===== src/rtl/fifo_arb_pkg.sv =====
// Shared types and constants for the fifo write arbiter: FSM state encoding,
// the write data type and the width of the optional per-requester grant counters.
package fifo_arb_pkg;

  typedef enum logic [0:0] {
    IDLE = 1'b0,
    LOCK = 1'b1
  } state_t;

  typedef logic [7:0] data_t;

  localparam int unsigned STATS_W = 16;

  // Round-robin successor of a requester index.
  function automatic int unsigned wrap_inc(input int unsigned idx, input int unsigned n);
    return (idx + 1 >= n) ? 0 : idx + 1;
  endfunction

endpackage


===== src/rtl/fifo_wr_arbiter_rr_pick.sv =====
// Combinational round-robin picker: returns the first asserted request at or
// above ptr, wrapping modulo N, as both one-hot and binary index.
module rr_pick
  import fifo_arb_pkg::*;
#(
  parameter int unsigned N  = 4,
  parameter int unsigned PW = 2
) (
  input  logic [N-1:0]  req,
  input  logic [PW-1:0] ptr,
  output logic [N-1:0]  winner,
  output logic [PW-1:0] winner_idx,
  output logic          valid
);

  always_comb begin
    int unsigned idx;
    idx        = 0;
    winner     = '0;
    winner_idx = '0;
    valid      = 1'b0;
    for (int unsigned k = 0; k < N; k++) begin
      idx = (32'(ptr) + k) % N;
      if (!valid && req[PW'(idx)]) begin
        valid      = 1'b1;
        winner_idx = PW'(idx);
        winner     = N'(1) << idx;
      end
    end
  end

endmodule


===== src/rtl/fifo_wr_arbiter.sv =====
// Round-robin write arbiter in front of a fifo, with optional burst locking.
// Define FIFO_WR_ARB_STATS_EN to add per-requester saturating grant counters.
module fifo_wr_arbiter
  import fifo_arb_pkg::*;
#(
  parameter int unsigned NUM_REQ   = 4,
  parameter int unsigned ENTRIES   = 4,
  parameter int unsigned MAX_BURST = 4
) (
  input  logic                       clk,
  input  logic                       rst,
  input  logic [NUM_REQ-1:0]         in_req,
  input  logic [NUM_REQ-1:0]         in_req_last,
  input  data_t [NUM_REQ-1:0]        in_req_data,
  input  logic                       in_fifo_is_full,
  output logic [NUM_REQ-1:0]         out_gnt,
  output logic                       out_write_ctrl,
  output data_t                      out_write_data
`ifdef FIFO_WR_ARB_STATS_EN
  ,
  output logic [NUM_REQ-1:0][STATS_W-1:0] out_gnt_cnt
`endif
);

  localparam int unsigned PW = (NUM_REQ > 1) ? $clog2(NUM_REQ) : 1;
  localparam int unsigned BW = 5;
  localparam logic [BW-1:0] LAST_CNT = BW'(MAX_BURST - 1);

  if (NUM_REQ < 2 || NUM_REQ > 8 || MAX_BURST < 1 || MAX_BURST > 16 || ENTRIES < 1) begin : g_bad_param
    $error("fifo_wr_arbiter: parameter out of range");
  end

  state_t             state, state_n;
  logic [PW-1:0]      rr_ptr, rr_ptr_n;
  logic [PW-1:0]      owner, owner_n;
  logic [BW-1:0]      beat_cnt, beat_cnt_n;
  logic [NUM_REQ-1:0] win_oh;
  logic [PW-1:0]      win_idx;
  logic               win_valid;
  logic [NUM_REQ-1:0] gnt;
  data_t              wr_data;

  rr_pick #(
    .N  (NUM_REQ),
    .PW (PW)
  ) u_rr_pick (
    .req        (in_req),
    .ptr        (rr_ptr),
    .winner     (win_oh),
    .winner_idx (win_idx),
    .valid      (win_valid)
  );

  // Grant is combinational so an idle arbiter forwards a beat with zero latency.
  always_comb begin
    state_n    = state;
    rr_ptr_n   = rr_ptr;
    owner_n    = owner;
    beat_cnt_n = beat_cnt;
    gnt        = '0;
    if (!rst) begin
      case (state)
        IDLE: begin
          if (win_valid && !in_fifo_is_full) begin
            gnt = win_oh;
            if (in_req_last[win_idx] || MAX_BURST == 1) begin
              rr_ptr_n = PW'(wrap_inc(32'(win_idx), NUM_REQ));
            end else begin
              state_n    = LOCK;
              owner_n    = win_idx;
              beat_cnt_n = BW'(1);
            end
          end
        end
        LOCK: begin
          if (!in_req[owner]) begin
            state_n  = IDLE;
            rr_ptr_n = PW'(wrap_inc(32'(owner), NUM_REQ));
          end else if (!in_fifo_is_full) begin
            gnt = NUM_REQ'(1) << owner;
            if (in_req_last[owner] || beat_cnt == LAST_CNT) begin
              state_n  = IDLE;
              rr_ptr_n = PW'(wrap_inc(32'(owner), NUM_REQ));
            end else begin
              beat_cnt_n = beat_cnt + 1'b1;
            end
          end
        end
        default: state_n = IDLE;
      endcase
    end
  end

  always_ff @(posedge clk) begin
    if (rst) begin
      state    <= IDLE;
      rr_ptr   <= '0;
      owner    <= '0;
      beat_cnt <= '0;
    end else begin
      state    <= state_n;
      rr_ptr   <= rr_ptr_n;
      owner    <= owner_n;
      beat_cnt <= beat_cnt_n;
    end
  end

  // Grant is one-hot, so OR-ing the gated data lanes forms the mux.
  always_comb begin
    wr_data = '0;
    for (int unsigned i = 0; i < NUM_REQ; i++) begin
      if (gnt[i]) begin
        wr_data = wr_data | in_req_data[i];
      end
    end
  end

  assign out_gnt        = gnt;
  assign out_write_ctrl = |gnt;
  assign out_write_data = wr_data;

`ifdef FIFO_WR_ARB_STATS_EN
  logic [NUM_REQ-1:0][STATS_W-1:0] gnt_cnt;

  always_ff @(posedge clk) begin
    if (rst) begin
      gnt_cnt <= '0;
    end else begin
      for (int unsigned i = 0; i < NUM_REQ; i++) begin
        if (gnt[i] && gnt_cnt[i] != {STATS_W{1'b1}}) begin
          gnt_cnt[i] <= gnt_cnt[i] + 1'b1;
        end
      end
    end
  end

  assign out_gnt_cnt = gnt_cnt;
`endif

endmodule


===== config.mk =====
export PLATFORM = sky130hd
export DESIGN_NAME = fifo_wr_arbiter
export DESIGN_NICKNAME = d
export VERILOG_FILES = /design/src/rtl/fifo_arb_pkg.sv /design/src/rtl/fifo_wr_arbiter_rr_pick.sv /design/src/rtl/fifo_wr_arbiter.sv
export SDC_FILE = /design/constraint.sdc
export NUM_CORES = 1
export LEC_CHECK = 0
export CORE_ASPECT_RATIO = 1.1
export CORE_UTILIZATION = 38
export DETAILED_ROUTE_END_ITERATION = 8
export PLACE_DENSITY_LB_ADDON = 0.3
export RECOVER_POWER = 50
export SETUP_SLACK_MARGIN = 0.4
export SYNTH_ARGS = -nofsm -noshare
export SYNTH_HDL_FRONTEND = slang
export SYNTH_HIERARCHICAL = 1
export SYNTH_SLANG_ARGS = --single-unit

===== constraint.sdc =====
create_clock -name clk -period 10.72 [get_ports clk]
set_input_delay 3.216 -clock clk [delete_from_list [all_inputs] [get_ports clk]]
set_output_delay 3.216 -clock clk [all_outputs]
set_load 0.02 [all_outputs]

== Word-level counts from Yosys, hierarchy flattened ==
Index checks and enable logic that the tools add are counted.

* Input port bits: 43
* Output and inout bits: 13
* Register bits after elaboration: 10
* Logic and storage cells: 105

* Shift operators: 5
* Muxes and demuxes: 55
* Equality and inequality tests: 9
* Bitwise logic cells: 5
* Reduce and logical (&&, ||, !) cells: 13
* $add $sub $neg: 6
* Order comparisons: 8

{| class="wikitable"
|+ Operators by type and width
! kind !! number
|-
| $mux 4 || 8
|-
| $mux 8 || 4
|-
| $mux 5 || 5
|-
| $or 8x8->8 || 3
|-
| $mux 2 || 11
|-
| $shl 1x2->4 const A || 5
|-
| $lt 2x3->1 const B || 6
|-
| $mux 1 || 16
|-
| $bmux 1 s2 || 7
|-
| $ne 2x2->1 const B || 5
|-
| $pmux 5 s2 || 1
|-
| $pmux 4 s2 || 1
|-
| $add 2x1->3 const B || 2
|-
| $ge 3x3->1 const B || 2
|-
| $add 5x1->5 const B || 1
|-
| $eq 5x2->1 const B || 1
|-
| $reduce_and 5->1 || 1
|-
| $add 2x2->2 const B || 2
|-
| $logic_and 1x1->1 || 4
|-
| $logic_not 1->1 || 4
|-
| $pmux 2 s2 || 1
|-
| $reduce_and 4->1 || 1
|-
| $reduce_or 4->1 || 1
|-
| $ne 3x2->1 const B || 1
|-
| 7 further kinds || 8
|}

== Logic depth before layout (Yosys ltp) ==
Gate-level depths: netlist of run 1.

* Word-level depth: 23
* Mapped depth: 13
* Mapped depth without buffers: 10

== By module ==
Netlist of run 1, hierarchy kept.

{| class="wikitable"
|+ Modules (own cells, without submodules)
! module !! times used !! sequential area each (µm²) !! area each (µm²) !! cells each
|-
| fifo_wr_arbiter || 1 || 200.2 || 840.8 || 102
|-
| rr_pick || 1 || 0.0 || 470.5 || 65
|}

== Worst setup path after synthesis of run 1 ==
OpenSTA, ideal clock, no wires.

* Path type: input -> output
* From: in in_req[2]
* To: out out_write_data[0]
* Slack: 2.364 ns
* Data required time: 7.504 ns
* Stages: 8
* Data arrival time: 5.140 ns
* Buffers on the path: 0
* Path through: mux4_2 nor2b_4 a221oi_1 o2bb2ai_1 a32oi_1 nor2_1 a22oi_1 nand2_1

* Elaborated cells between the ends (all ways): 36
* Those cells by class: mux: 26; bitwise: 3; reduce/logical: 7

{| class="wikitable"
|+ RTL lines
! item !! RTL line !! source
|-
| from (decl) || fifo_wr_arbiter.sv:12 || <nowiki>input logic [NUM_REQ-1:0] in_req,</nowiki>
|-
| $bmux 1 s2 || fifo_wr_arbiter_rr_pick.sv:24 || <nowiki>if (!valid && req[PW'(idx)]) begin</nowiki>
|-
| $mux 1 (not written as such) || fifo_wr_arbiter_rr_pick.sv:24 ||
|-
| $mux 1 || fifo_wr_arbiter_rr_pick.sv:24 ||
|-
| $logic_not 1->1 || fifo_wr_arbiter_rr_pick.sv:24 ||
|-
| $logic_and 1x1->1 || fifo_wr_arbiter_rr_pick.sv:24 ||
|-
| $mux 1 || fifo_wr_arbiter_rr_pick.sv:24 ||
|-
| $logic_not 1->1 || fifo_wr_arbiter_rr_pick.sv:24 ||
|-
| $logic_and 1x1->1 || fifo_wr_arbiter_rr_pick.sv:24 ||
|-
| (+4 left out) || -- ||
|-
| net win_oh[1] || fifo_wr_arbiter.sv:37 || <nowiki>logic [NUM_REQ-1:0] win_oh;</nowiki>
|-
| (+1 left out) || -- ||
|-
| $pmux 4 s2 (*) || fifo_wr_arbiter.sv:62 || <nowiki>case (state)</nowiki>
|-
| $mux 4 (*) || fifo_wr_arbiter.sv:61 || <nowiki>if (!rst) begin</nowiki>
|-
| net out_gnt[1] || fifo_wr_arbiter.sv:16 || <nowiki>output logic [NUM_REQ-1:0] out_gnt,</nowiki>
|-
| $mux 8 (*) || fifo_wr_arbiter.sv:112 || <nowiki>if (gnt[i]) begin</nowiki>
|-
| $or 8x8->8 || fifo_wr_arbiter.sv:113 || <nowiki>wr_data = wr_data | in_req_data[i];</nowiki>
|-
| $mux 8 (*) || fifo_wr_arbiter.sv:112 ||
|-
| $or 8x8->8 || fifo_wr_arbiter.sv:113 ||
|-
| $mux 8 (*) || fifo_wr_arbiter.sv:112 ||
|-
| to (decl) || fifo_wr_arbiter.sv:18 || <nowiki>output data_t out_write_data</nowiki>
|}

Mark *: on every way through the listed nets, which the timed path passes. The rest lies on a longest branch. The select of a mux whose other input is x is not followed.

== Final worst setup path of run 1 ==
* From: in in_req[1]
* To: out out_write_data[1]

* Elaborated cells between the ends (all ways): 36
* Those cells by class: mux: 26; bitwise: 3; reduce/logical: 7

{| class="wikitable"
|+ RTL lines
! item !! RTL line !! source
|-
| $bmux 1 s2 || fifo_wr_arbiter_rr_pick.sv:24 ||
|-
| $mux 1 (not written as such) || fifo_wr_arbiter_rr_pick.sv:24 ||
|-
| $mux 1 || fifo_wr_arbiter_rr_pick.sv:24 ||
|-
| $logic_not 1->1 || fifo_wr_arbiter_rr_pick.sv:24 ||
|-
| $logic_and 1x1->1 || fifo_wr_arbiter_rr_pick.sv:24 ||
|-
| $mux 1 || fifo_wr_arbiter_rr_pick.sv:24 ||
|-
| $logic_not 1->1 || fifo_wr_arbiter_rr_pick.sv:24 ||
|-
| $logic_and 1x1->1 || fifo_wr_arbiter_rr_pick.sv:24 ||
|-
| $mux 1 || fifo_wr_arbiter_rr_pick.sv:24 ||
|-
| $logic_not 1->1 || fifo_wr_arbiter_rr_pick.sv:24 ||
|-
| $logic_and 1x1->1 || fifo_wr_arbiter_rr_pick.sv:24 ||
|-
| $mux 4 (*) || fifo_wr_arbiter_rr_pick.sv:24 ||
|-
| net win_oh[3] || fifo_wr_arbiter.sv:37 ||
|-
| $mux 4 (*) || fifo_wr_arbiter.sv:64 || <nowiki>if (win_valid && !in_fifo_is_full) begin</nowiki>
|-
| $pmux 4 s2 (*) || fifo_wr_arbiter.sv:62 ||
|-
| $mux 4 (*) || fifo_wr_arbiter.sv:61 ||
|-
| $mux 8 (*) || fifo_wr_arbiter.sv:112 ||
|}

Marks and branches as above.

==> results of run 1 <==
## how the worst min path moves through the flow
stage | to | slack [ns] | depth (start not counted)
2_1_floorplan | beat_cnt[1]$_SDFFE_PP0P_ | 0.45 | 2
5_1_grt | beat_cnt[4]$_SDFFE_PP0P_ | 0.50 | 2
3_5_place_dp | beat_cnt[1]$_SDFFE_PP0P_ | 0.47 | 2
3_3_place_gp | beat_cnt[1]$_SDFFE_PP0P_ | 0.47 | 2
4_1_cts | beat_cnt[1]$_SDFFE_PP0P_ | 0.48 | 2
6_report | beat_cnt[1]$_SDFFE_PP0P_ | 0.48 | 2
## report_power, final
part	switching, uW	internal (uW)
clock	14.2	20.6
sequential	22.1	44.6
combinational	142	135
## registers in the layout (all words and copies together), names as in the netlist
register,cells
rr_ptr,2
state,1
beat_cnt,5
owner,2
## worst max-delay path, stage by stage
cell and delay (ns):
dlygate4sd3_1 0.70, mux4_2 0.59, nor2b_4 0.17, a221oi_1 0.08, o2bb2ai_1 0.18, a32oi_1 0.07, nor2_1 0.55, a22oi_1 0.20
nand2_1 0.11, clkdlybuf4s50_1 0.60
## through the flow
step	util	worst slack (ns)	area (sq um)	power (uW)
floorplan	-	2.36	1310	262
global placement	0.565	1.17	1870	342
detailed placement	0.565	1.12	1870	343
CTS	0.576	1.11	1900	380
global route	0.574	0.839	1900	412
finish	0.574	1.03	1900	378
## layout make-up
| class | count | area, sq um |
|---|---|---|
| repair buffers | 55 | 551 |
| flip-flops and latches | 10 | 200 |
| well taps | 36 | 45.0 |
| fillers | 322 | 1410 |
| multi-input cells | 144 | 1040 |
| clock buffers | 4 | 36.3 |
| inverters | 5 | 18.8 |
## cell families after synthesis
family,synth area share
XOR/XNOR,0.0134
flip-flops,0.153
AND/OR/NAND/NOR,0.241
buffers and inverters,0.0458
adder cells (fa/ha/maj),0.0859
AO/OA/AOI/OAI,0.313
multiplexers,0.148
## cells in the mapped netlist, types with 2 or more instances
cell type	n
nor2_1	22
a22oi_1	16
nand2_1	15
a21oi_1	12
dfxtp_1	10
ha_1	9
o21ai_0	8
mux2i_1	7
a221oi_1	5
inv_1	5
mux4_2	5
a32oi_1	4
clkbuf_1	4
nor3b_1	4
o2bb2ai_1	4
buf_2	3
nand2b_1	3
a31oi_1	2
and3b_1	2
nand3_1	2
or3_1	2
## metal layers
metal	track usage	routed length, um	part of all wire
met4	0.0268	12	0.0033
met3	0.0308	71	0.020
met2	0.341	1840	0.51
met1	0.254	1670	0.46
met5	0	0	0
==> results by group, run 1 <==
Synth
  • Syn Std Cell Area: 1310 sq um
  • Post-synth EDFFs: 0
  • Syn Inst Count: 167
  • Top cell type's share of synthesized area: 0.153
  • Yosys warnings: 6
  • Ys async rst share: 0
  • Seq cells post-synth: 10
  • Area leader, netlist: dfxtp_1
  • Synth unique cells: 44
  • Syn Nets: 219
  • Syn_area_per_cell: 7.85 sq um
  • Top FF cell, synth: dfxtp_1
  • Sequential share of the synthesized area: 0.153
  • Synth area leaders: dfxtp_1 (15%), a22oi_1 (9.2%), ha_1 (8.6%)

Power
  • Lkg Pwr: 0.000716 uW
  • Worst VDD drop: 0.123 mV
  • PwrDens: 200 nW/um^2

GRT
  • Pin count of the biggest net entering global routing: 23
  • GR Overflow Total: 0
  • Antenna violations before repair: 0
  • First-pass GRT wire length: 5780 um
  • Tot GR Track Use: 0.195
  • Vias in the first global route: 1252

Timing
  • Final max-slew violation count: 0
  • Final Skew: 0.00187 ns
  • Endpoints failing hold: 0
  • Actual slew at the worst max-slew pin: 0.713 ns
  • RSZ-0062 raised after global routing: false
  • Tmin final: 9.69 ns
  • Final Hold Slack: 0.480 ns
  • Setup TNS Final: 0 ns
  • Tcrit/Tclk final: 0.904
  • Final setup violation count: 0
  • Max_slew headroom: 0.524
  • Fmax: 0.103 GHz

Clocking
  • Num CTS Buffers: 3
  • Clk buf depth: 2
  • Cts hold-fix bufs: 0
  • Num Clock Sinks: 10
  • Clock-pin slew on the worst setup and hold paths: 0.07 ns
  • Clock Root Buffer: clkbuf_4
  • CTS tree: built
  • Worst skew pair latency: 0.27 ns
  • H-tree levels: 1
  • Post_cts resized: 0
  • Post CTS Setup Buffer Count: 0

Setup path
  • Critical path destination: out_write_data[1]
  • WP data required: 7.50 ns
  • Reg2Reg Depth: 9
  • R2r startpoint: rr_ptr[0]$_SDFFE_PP0P_
  • CP Data Arrival Time: 6.48 ns
  • Worst setup EP type: output port
  • Largest fanout on the critical path: 14
  • CP startpoint kind: input pin
  • Origin of the worst setup path: in_req[1]
  • Flop2flop setup slack: 7.07 ns
  • Worst reg2reg path endpoint: beat_cnt[3]$_SDFFE_PP0P_
  • Setup Crit Path Kind: in2out

Floorplanning
  • Total core area: 3300 sq um
  • Starting density of the core: 0.397
  • Top Ports: 56
  • Die width: 58.0 um
  • # rows: 22
  • DIE HEIGHT: 63.6 um
  • Die area: 3690 sq um

Placement
  • Hpwl dp: 2800 um
  • IO buf count: 55
  • # placed instances: 250
  • GP Congestion: 0.804

Layout
  • Final Non-Filler Cells: 254
  • Most common cell after layout, fill and taps aside: clkdlybuf4s50_1
  • Final net count: 271
  • Syn-to-layout area delta: 44.6%
  • ANT cells: 0
  • Fraction of layout instances using a drive strength above 1: 0.0780
  • Commonest non-fill, non-tap cells in the layout: clkdlybuf4s50_1 (54), nor2_1 (23), a22oi_1 (16)

Detailed routing
  • Post-route ant nets: 0
  • DR iter-0 viols: 60
  • # DRC: 0
  • Via/cell ratio: 5.74
  • First-pass detailed-route iteration total: 4
  • DR vias: 1458
  • Final wirelength: 3590 um
  • Wire per inst: 14.1 um

Min path
  • Hold path start: beat_cnt[1]$_SDFFE_PP0P_
  • HP Class: reg2reg

Status
  • Status: completed

Job
  • Max-cap violations: 0
No activity file was read; power rests on OpenSTA's default activity.
==> run 2, diff against run 1 <==
Settings changed: CORE_MARGIN from default to 1.
==> results of run 2 <==
No change in the layout: final DEF, timing and power equal those of run 1.
